**src/rtl/accum_sched.sv**
```systemverilog
// Two-requester burst accumulator: round-robin grant, per-burst signed sum
// with optional saturation, result held until the consumer accepts it.
module accum_sched #(
    parameter int unsigned DATA_W = 16,
    parameter bit          SAT    = 1'b1
) (
    input  logic              clk,
    input  logic              rst_n,
    input  logic [7:0]        cfg_len,
    input  logic              req0_valid,
    input  logic [DATA_W-1:0] req0_data,
    output logic              req0_ready,
    input  logic              req1_valid,
    input  logic [DATA_W-1:0] req1_data,
    output logic              req1_ready,
    output logic              res_valid,
    output logic [DATA_W-1:0] res_data,
    output logic              res_id,
    output logic              res_ovf,
    input  logic              res_ready,
    output logic              busy
);

    typedef enum logic [1:0] {StIdle, StAccum, StHold} state_e;

    localparam logic [DATA_W-1:0] MaxVal = {1'b0, {(DATA_W-1){1'b1}}};
    localparam logic [DATA_W-1:0] MinVal = {1'b1, {(DATA_W-1){1'b0}}};

    state_e            state_q, state_d;
    logic              owner_q, owner_d;
    logic              last_q, last_d;
    logic [7:0]        len_q, len_d;
    logic [7:0]        count_q, count_d;
    logic [DATA_W-1:0] acc_q, acc_d;
    logic              ovf_q, ovf_d;

    logic              any_req;
    logic              grant_id;
    logic              owner_valid;
    logic [DATA_W-1:0] owner_data;
    logic [7:0]        count_inc;
    logic              xfer;
    logic              last_word;
    logic              handshake;
    logic [DATA_W:0]   sum_ext;
    logic              sum_ovf;
    logic [DATA_W-1:0] sum_res;

    assign any_req     = req0_valid | req1_valid;
    // On a tie the requester not served last wins; last_q resets to 1 so req0 wins first.
    assign grant_id    = (req0_valid && req1_valid) ? ~last_q : req1_valid;
    assign owner_valid = owner_q ? req1_valid : req0_valid;
    assign owner_data  = owner_q ? req1_data : req0_data;
    assign count_inc   = count_q + 8'd1;
    assign xfer        = (state_q == StAccum) && owner_valid;
    assign last_word   = xfer && (count_inc == len_q);
    assign handshake   = (state_q == StHold) && res_ready;

    // One guard bit exposes signed overflow as a mismatch of the top two bits.
    assign sum_ext = {acc_q[DATA_W-1], acc_q} + {owner_data[DATA_W-1], owner_data};
    assign sum_ovf = sum_ext[DATA_W] ^ sum_ext[DATA_W-1];

    always_comb begin
        sum_res = sum_ext[DATA_W-1:0];
        if (SAT && sum_ovf) begin
            sum_res = sum_ext[DATA_W] ? MinVal : MaxVal;
        end
    end

    always_ff @(posedge clk or negedge rst_n) begin
        if (!rst_n) begin
            state_q <= StIdle;
            owner_q <= 1'b0;
            last_q  <= 1'b1;
            len_q   <= 8'd1;
            count_q <= 8'd0;
            acc_q   <= '0;
            ovf_q   <= 1'b0;
        end else begin
            state_q <= state_d;
            owner_q <= owner_d;
            last_q  <= last_d;
            len_q   <= len_d;
            count_q <= count_d;
            acc_q   <= acc_d;
            ovf_q   <= ovf_d;
        end
    end

    always_comb begin
        state_d = state_q;
        unique case (state_q)
            StIdle:  if (any_req)   state_d = StAccum;
            StAccum: if (last_word) state_d = StHold;
            StHold:  if (handshake) state_d = StIdle;
            default: state_d = StIdle;
        endcase
    end

    always_comb begin
        owner_d = owner_q;
        last_d  = last_q;
        len_d   = len_q;
        count_d = count_q;
        acc_d   = acc_q;
        ovf_d   = ovf_q;
        if ((state_q == StIdle) && any_req) begin
            owner_d = grant_id;
            len_d   = (cfg_len == 8'd0) ? 8'd1 : cfg_len;
            count_d = 8'd0;
            acc_d   = '0;
            ovf_d   = 1'b0;
        end
        if (xfer) begin
            acc_d   = sum_res;
            count_d = count_inc;
            ovf_d   = ovf_q | sum_ovf;
        end
        if (handshake) begin
            last_d = owner_q;
        end
    end

    always_comb begin
        req0_ready = (state_q == StAccum) && !owner_q;
        req1_ready = (state_q == StAccum) && owner_q;
        busy       = (state_q != StIdle);
        res_valid  = (state_q == StHold);
        res_data   = (state_q == StHold) ? acc_q : '0;
        res_id     = (state_q == StHold) && owner_q;
        res_ovf    = (state_q == StHold) && ovf_q;
    end

endmodule

```
**config.mk**
```make
export PLATFORM = sky130hd
export DESIGN_NAME = accum_sched
export DESIGN_NICKNAME = d
export VERILOG_FILES = /design/src/rtl/accum_sched.sv
export SDC_FILE = /design/constraint.sdc
export NUM_CORES = 1
export LEC_CHECK = 0
export CAP_MARGIN = 20
export CORE_MARGIN = 3
export CORE_UTILIZATION = 50
export DETAILED_ROUTE_END_ITERATION = 6
export PLACE_DENSITY = 0.8
export SLEW_MARGIN = 0
export SYNTH_ARGS = -nofsm -noshare
export SYNTH_HDL_FRONTEND = slang
export SYNTH_SLANG_ARGS = --single-unit
```
**constraint.sdc**
```tcl
create_clock -name clk -period 7.2 [get_ports clk]
set_clock_uncertainty 0.05 [all_clocks]
set_input_delay 1.8 -clock clk [delete_from_list [all_inputs] [get_ports clk]]
set_output_delay 1.8 -clock clk [all_outputs]
set_load 0.005 [all_outputs]
```
==> impl_metrics.yaml <==
yosys:
  synth_seq_cells: 37
  synth_cells: 304
  async_reset_ff_share_pct: 100
  ys_seq_area_share_pct: 32.3
  synth.cell_area_um2: 2870
  yosys_warnings: 0
  synth_flop_cell: "dfrtp_1"
  syn_avg_cell_area_um2: 9.45
  yosysUniqueCellTypes: 48
  postSynthNetCount: 367
  synth-edff-count: 0
routing:
  detail-route-antenna-nets: 0
  wl_per_cell_um: 15.6
  drcViolationCount: 0
  wirelength_mm: 6.90
  first_pass_iters: 4
  vias: 2527
  via_per_inst: 5.73
  drtIter0Drc: 160
floorplan:
  ios: 67
  die_w_um: 81.8
  core_area_um2: 5340
  placementRows: 26
  start_util_pct: 53.8
  die_y_um: 81.8
  die_area_um2: 6690
cts:
  post_cts_resized: 0
  hold_buffers: 0
  cts_sinks: 37
  cts_buffers: 5
  cts_buffer_depth: 2
  cts-htree-levels: 2
  post_cts_buffers: 0
  cts_root_buf: "clkbuf_8"
  cts.reportedPaths.clkPinSlew_ps: 70
  cts_tree: "yes"
  worstSkewPairLatency_ps: 290
place:
  gp_congestion: 0.868
  pre_cts_slack_ps: 2310
  portBuffers: 66
  dp_hpwl_mm: 5.16
power:
  p_per_area_nw_per_um2: 478
  p_leak_nw: 1.61
  ir_worst_vdd_uv: 234
setup_path:
  crit_type: "input port to flop"
  slowest_stage: "fa_1"
  critPathArrivalTime_ps: 4740
  critical_path.cell_chain: "clkdlybuf4s50_1 > mux2_2 > ha_1 > fa_1 > a211o_1 > o211ai_1 > a22oi_1 > a2bb2oi_4 > a21oi_4 > a221o_1"
  required_ps: 7330
  crit_path_end_kind: "flop"
  start_kind: "input port"
  worst-path-buf-inv: 1
  max_stage_delay_ps: 440
  cp_top_family: "compound AO/OA/AOI/OAI gates"
  crit_fanout: 9
timing:
  layout_setup_ws_ps: 2590
  period_share_pct: 64.1
  rsz0062_at_grt: "no"
  slew_headroom_pct: 42.2
  hold_violations: 0
  fmax_mhz: 217
  setup_viol: 0
  drv_slew: 0
  worst_slew_pin_slew_ps: 867
  fin_crit_ps: 4610
  tns_ps: 0
worst_hold_path:
  hp-class: "flop to flop"
run:
  cap_violations: 0
status:
  outcome: "completed"
layout:
  final_common_cell: "clkdlybuf4s50_1"
  drive_above_1_share_pct: 12.9
  syn_to_final_growth_pct: 29.7
  nets: 433
  insertedDiodeCount: 0
  layout_common_cells: "clkdlybuf4s50_1, dfrtp_1, mux2_2"
global_routing:
  grt_max_degree: 38
  overflow: 0
  grtUsageTotal_pct: 21.6
  grt_pass1_wl_mm: 11.4
  grt_pass1_vias: 2488
  antenna_found_initial: 0
==> registers in the layout, summed over array words and instances (netlist names) <==
register  flops
acc_q        16
count_q       8
last_q        1
len_q         8
ovf_q         1
owner_q       1
state_q       2
==> stage by stage <==
step / hold WS (ps) / power [mW] / instances / area, um^2 / util [%]
3_3_place_gp: 424 / 1.55 / 433 / 3610 / 67.6
2_1_floorplan: 404 / 1.33 / 304 / 2870 / -
4_1_cts: 444 / 1.78 / 441 / 3730 / 69.8
3_5_place_dp: 430 / 1.58 / 433 / 3610 / 67.6
5_1_grt: 490 / 1.93 / 441 / 3730 / 69.8
6_report: 442 / 1.78 / 441 / 3730 / 69.8
==> area by class of cell <==
type	count	area, um^2
clock inverter	2	37.5
clock buffer	6	82.6
timing repair buffer	69	683
sequential	37	928
fill	424	1610
inverter	6	22.5
tap	70	87.6
multi-input combinational	251	1880
==> report_power, final <==
part | switching [mW] | internal, mW | total, mW
Clock | 0.0737 | 0.113 | 0.186
Combinational | 0.627 | 0.565 | 1.19
Sequential | 0.0960 | 0.307 | 0.403
==> per-layer routing <==
metal	routed length, um	track usage [%]	part of all wire, %
met5	0	0	0
met4	94	6.31	1.4
met3	473	4.06	6.9
met2	3200	34.4	46
met1	3140	29.8	45
==> cells in the mapped netlist, types with 2 or more instances <==
master	instances	share of area (%)
o21ai_1	17	3.0
dfstp_2	2	1.8
a221o_1	10	3.5
inv_1	5	0.65
and3_1	7	1.5
buf_1	2	0.26
xor2_1	10	3.0
mux2_2	23	9.0
xnor2_1	16	4.9
maj3_2	2	0.78
clkbuf_1	8	1.0
and2_1	21	4.6
dfrtp_1	35	30
a21o_1	10	2.6
nand3_1	5	0.87
nand2b_1	5	1.1
nor2b_1	3	0.65
a31oi_1	2	0.44
o21ai_2	2	0.61
nor3_1	2	0.35
ha_1	17	7.4
a211o_1	4	1.2
nor2_1	16	2.1
nor4_1	2	0.44
o211ai_1	2	0.52
nand2_1	21	2.7
o21ai_0	16	2.8
a21oi_1	19	3.3
==> path summary, 6_finish.rpt <==
| kind | from | slack [ps] | cells past startpoint | end |
|---|---|---|---|---|
| max | req1_data[0] | 2590 | 10 | acc_q[9] |
| min | last_q | 440 | 2 | last_q |
| max reg2reg | owner_q | 3440 | 9 | acc_q[9] |
| min reg2reg | last_q | 440 | 2 | last_q |
| max in group asynchronous | rst_n | 4860 | 2 | last_q |
| min in group asynchronous | rst_n | 1880 | 2 | acc_q[9] |
==> logic make-up (layout without fill, tap and decap cells) <==
kind of cell | count (synthesis) | count (layout) | synth area share, %
AO/OA/AOI/OAI | 94 | 94 | 23.1
AND/OR/NAND/NOR | 86 | 86 | 15.8
flip-flops | 37 | 37 | 32.3
adder cells (fa/ha/maj) | 20 | 20 | 8.88
multiplexers | 24 | 24 | 9.36
XOR/XNOR | 27 | 27 | 8.49
buffers and inverters | 16 | 83 | 2.09
==> tightest hold or removal path, stage by stage, from the launching register on <==
cell	delay (ps)
dfstp_2	360
nand2_1	40
o21ai_0	80
Note: power is estimated with default switching activity, not from simulation.
